**src/rtl/mmio_uart_tx.sv**
```systemverilog
// mmio_uart_tx: memory-mapped 8N1 UART transmitter with a small transmit FIFO and programmable baud divisor.
module mmio_uart_tx #(
  parameter logic [15:0] BASE_ADDR  = 16'hD000,
  parameter int          FIFO_DEPTH = 4,
  parameter logic [15:0] DIV_RESET  = 16'd867
) (
  input  logic        clk,
  input  logic        reset,
  input  logic [15:0] AB,
  input  logic [7:0]  DO,
  input  logic        WE,
  output logic [7:0]  rd_data,
  output logic        sel,
  output logic        txd
);
  localparam int AW = (FIFO_DEPTH > 1) ? $clog2(FIFO_DEPTH) : 1;
  localparam logic [1:0] IDLE = 2'd0, START = 2'd1, DATA = 2'd2, STOP = 2'd3;
  logic [15:0] off, div, bc, pm1;
  logic [7:0]  mem [FIFO_DEPTH];
  logic [AW-1:0] wp, rp;
  logic [AW:0] cnt;
  logic [1:0]  state;
  logic [2:0]  bit_cnt;
  logic [7:0]  sh, status;
  logic overflow, empty, full, busy, bit_end, pop, wr_data, push;
  assign off     = AB - BASE_ADDR;
  assign sel     = off < 16'd4;
  assign empty   = cnt == '0;
  assign full    = cnt == (AW+1)'(FIFO_DEPTH);
  assign busy    = state != IDLE;
  assign pm1     = div == '0 ? 16'd1 : div;
  assign bit_end = busy && bc == '0;
  assign pop     = !empty && (state == IDLE || (state == STOP && bit_end));
  assign wr_data = WE && sel && off[1:0] == 2'd0;
  assign push    = wr_data && !full;
  assign status  = {4'b0, overflow, empty, full, busy};
  assign rd_data = !sel ? 8'h00 : off[1:0] == 2'd1 ? status :
                   off[1:0] == 2'd2 ? div[7:0] : off[1:0] == 2'd3 ? div[15:8] : 8'h00;
  always_ff @(posedge clk or negedge reset)
    if (!reset) begin
      div      <= DIV_RESET;
      overflow <= 1'b0;
      wp       <= '0;
      rp       <= '0;
      cnt      <= '0;
    end else begin
      if (WE && sel && off[1:0] == 2'd1) overflow <= 1'b0;
      else if (wr_data && full) overflow <= 1'b1;
      if (WE && sel && off[1:0] == 2'd2) div[7:0] <= DO;
      if (WE && sel && off[1:0] == 2'd3) div[15:8] <= DO;
      if (push) wp <= wp + AW'(1);
      if (pop) rp <= rp + AW'(1);
      cnt <= cnt + (AW+1)'(push) - (AW+1)'(pop);
    end
  always_ff @(posedge clk)
    if (push) mem[wp] <= DO;
  // txd is registered from the pre-edge state, so the line trails the FSM by one cycle
  always_ff @(posedge clk or negedge reset)
    if (!reset) begin
      state   <= IDLE;
      bc      <= '0;
      bit_cnt <= '0;
      sh      <= '0;
      txd     <= 1'b1;
    end else begin
      txd <= state == START ? 1'b0 : state == DATA ? sh[0] : 1'b1;
      if (pop) begin
        sh    <= mem[rp];
        state <= START;
        bc    <= pm1;
      end else if (bit_end) begin
        bc    <= pm1;
        state <= state == START ? DATA : state == DATA ? (bit_cnt == 3'd7 ? STOP : DATA) : IDLE;
        if (state == DATA) begin
          sh      <= sh >> 1;
          bit_cnt <= bit_cnt + 3'd1;
        end
      end else if (busy) bc <= bc - 16'd1;
    end
endmodule

```
**config.mk**
```make
export PLATFORM = sky130hd
export DESIGN_NAME = mmio_uart_tx
export DESIGN_NICKNAME = d
export VERILOG_FILES = /design/src/rtl/mmio_uart_tx.sv
export SDC_FILE = /design/constraint.sdc
export NUM_CORES = 1
export LEC_CHECK = 0
export ABC_AREA = 1
export CAP_MARGIN = 40
export CORE_MARGIN = 2
export CORE_UTILIZATION = 40
export CTS_BUF_LIST = sky130_fd_sc_hd__clkbuf_4
export DETAILED_ROUTE_END_ITERATION = 10
export PLACE_DENSITY = 0.55
export SKIP_CTS_REPAIR_TIMING = 1
export SLEW_MARGIN = 10
export SYNTH_ARGS = -nofsm -noshare
export SYNTH_HDL_FRONTEND = slang
export SYNTH_SLANG_ARGS = --single-unit
```
**constraint.sdc**
```tcl
create_clock -name clk -period 3.39 [get_ports clk]
set_input_delay 1.017 -clock clk [delete_from_list [all_inputs] [get_ports clk]]
set_output_delay 1.017 -clock clk [all_outputs]
set_load 0.01 [all_outputs]
```
==> results.cfg <==
[placement]
io_buffers = 36
placed_cells = 738
dpl.hpwl_mm = 7.66
gp_congestion = 0.901

[critical_path]
reg2reg_depth = 16
reg2reg_from = state[0]
path_max_fanout = 6
r2r-end = cnt[2]
crit_type = in -> out
cp.required_ns = 2.37
r2r_slack_ns = 0.60
crit_arrival_ns = 2.27
crit_path_start_kind = input port
end_kind = output pin

[global_routing]
gr-total-overflow = 0
grt_pass1_vias = 3700
grt_max_degree = 37
track_usage_pct = 18.3
grt_pass1_wl_mm = 18.2
antenna_found_initial = 0

[finish]
final_util_pct = 48.1
diodes = 0
final_layout_size_suffix_gt1_share_pct = 15.0
nFillCells = 1133
area_growth_syn_to_layout_pct = 17.4
layout_commonest_cell = nand2_1
layout.cells.non_filler = 755
mostFrequentLayoutCells = nand2_1 (178), nor2_1 (58), inv_1 (55), nand3_1 (48), dfrtp_1 (47)
multi_input_area_sq_um = 2080
nets = 649
ff_latch_area_sq_um = 2320

[hold_path]
min_path_cells = 2
holdCritPathClass = reg -> reg
holdCritStartpoint = overflow
hold_end = overflow

[route]
vias_per_cell = 4.93
drc = 0
dr.pass1.iters = 5
drtAntennaViolNets = 0
first_iter_violations = 217
vias = 3721
wirelength_mm = 10.8
wire_per_inst_microns = 14.3

[power_and_ir_drop]
finalPower_mw = 3.50
vdd_ir_drop_max_mv = 0.488
p_leak_nw = 2.67
power_density_nw_per_um2 = 641

[floorplanning]
start_util_pct = 41.0
die_area_sq_um = 12500
pin_count = 37
die_x_microns = 112
die_y_microns = 112
rows = 39
core_area_sq_um = 11400

[cts]
tritoncts = yes
clockBufferDepth = 2
insertion_delay_ns = 0.46
cts_buffers = 9
clk_pin_slew_ns = 0.14
clock_sinks = 86
root_buffer = clkbuf_4
ctsHtreeMaxLevel = 3

[status]
status = finished, final reports clean

[timing]
fin_crit_ns = 3.29
grt_setup_unrepaired = false
fin_crit_sh_pct = 97.0
skew_ns = 0.0118
finalHoldViolCount = 0
tightest_slew_ns = 0.634
setup_viol = 0
slew_viol_final = 0
setup_tns_ns = 0
relSlewSlack_pct = 57.7
holdWs_ns = 0.495
fmax_ghz = 0.304

[synth]
syn_avg_cell_area_sq_um = 8.36
synth_top_cell_by_area = dfrtp_1
ys_ff_latch = 86
synth_top_area_share_pct = 25.3
ys_types = 34
seq_area_frac_synth_pct = 49.8
syn_area_sq_um = 4660
ys.warnings.count = 0
synth_cells = 557
synth.area.top_cells = dfrtp_1 (25%), edfxtp_1 (21%), nand2_1 (14%)
synth_nets = 599

[job]
maxCapViolCount = 0
[cells by family after synthesis]
kind of cell,after synthesis,synth area share (%)
AOI/OAI and AO/OA,58,7.95
buffers and inverters,73,6.66
DFF,86,49.8
adders and majority gates,15,4.19
xor gates and xnor gates,15,2.82
and+or+nand+nor,310,28.5
[metrics by stage]
stage | instance area [sq um] | setup slack [ns]
CTS | 5400 | -0.480
finish | 5470 | 0.102
floorplan | 4660 | 0.219
global route | 5470 | 0.0117
detailed placement | 5250 | -0.461
global placement | 5250 | -0.431
[worst max-delay path: stages]
cell	delay (ns)
clkdlybuf4s50_1	0.43
nor2_1	0.14
nand4_1	0.12
inv_2	0.08
nand2_4	0.08
buf_12	0.15
a21oi_2	0.10
buf_2	0.14
[flip-flops by register name (all words and copies together) (netlist names)]
signal and flops:
rp 2, div 16, sh 8, state 2, overflow 1, wp 2, cnt 3, bc 16
txd 1, mem 32, bit_cnt 3
[metal layers]
metal / up-vias / track usage (%) / share of wire, %
met5: - / 0 / 0
met4: 0 / 4.36 / 1.4
met3: 11 / 4.90 / 4.1
met2: 71 / 29.1 / 47
met1: 1755 / 25.1 / 47
li1: 1884 / - / -
[synthesized netlist by cell type]
cell	instances
nand2_1	178
nor2_1	60
inv_1	56
nand3_1	48
dfrtp_1	47
edfxtp_1	32
o21ai_0	22
o21ai_2	16
ha_1	14
xor2_1	10
nor2_2	9
o22ai_1	8
a21oi_1	7
dfstp_2	7
buf_2	5
xnor2_1	5
clkbuf_1	4
nand2_4	4
buf_6	3
a221oi_1	2
a31oi_1	2
buf_4	2
inv_2	2
nand3_2	2
nand4_1	2
or2_1	2
buf_1	1
fa_1	1
nand2_2	1
nand3b_1	1
nor2_8	1
nor3_1	1
nor3_2	1
o21ai_1	1
[worst max-delay path by stage]
stage	cells after the start	from	to	slack [ns]
floorplan	12	AB[5]	cnt[2]	0.22
global placement	6	AB[5]	rd_data[2]	-0.43
detailed placement	7	AB[5]	rd_data[6]	-0.46
CTS	7	AB[5]	rd_data[6]	-0.48
global route	8	AB[11]	rd_data[6]	0.01
finish	8	AB[11]	rd_data[6]	0.10
[final cells by class]
class	instances	area share, %
clock buffer	9	1.24
sequential	86	42.4
timing repair buffer	54	9.52
multi-input combinational	398	38.1
tap	143	3.27
clock inverter	7	1.49
inverter	58	3.98
[report_power, final]
group          switching, mW  internal (mW)  total, mW
registers              0.208           1.28       1.49
logic                  0.864          0.527       1.39
clock network          0.390          0.236      0.626
No activity file was read; power rests on OpenSTA's default activity.
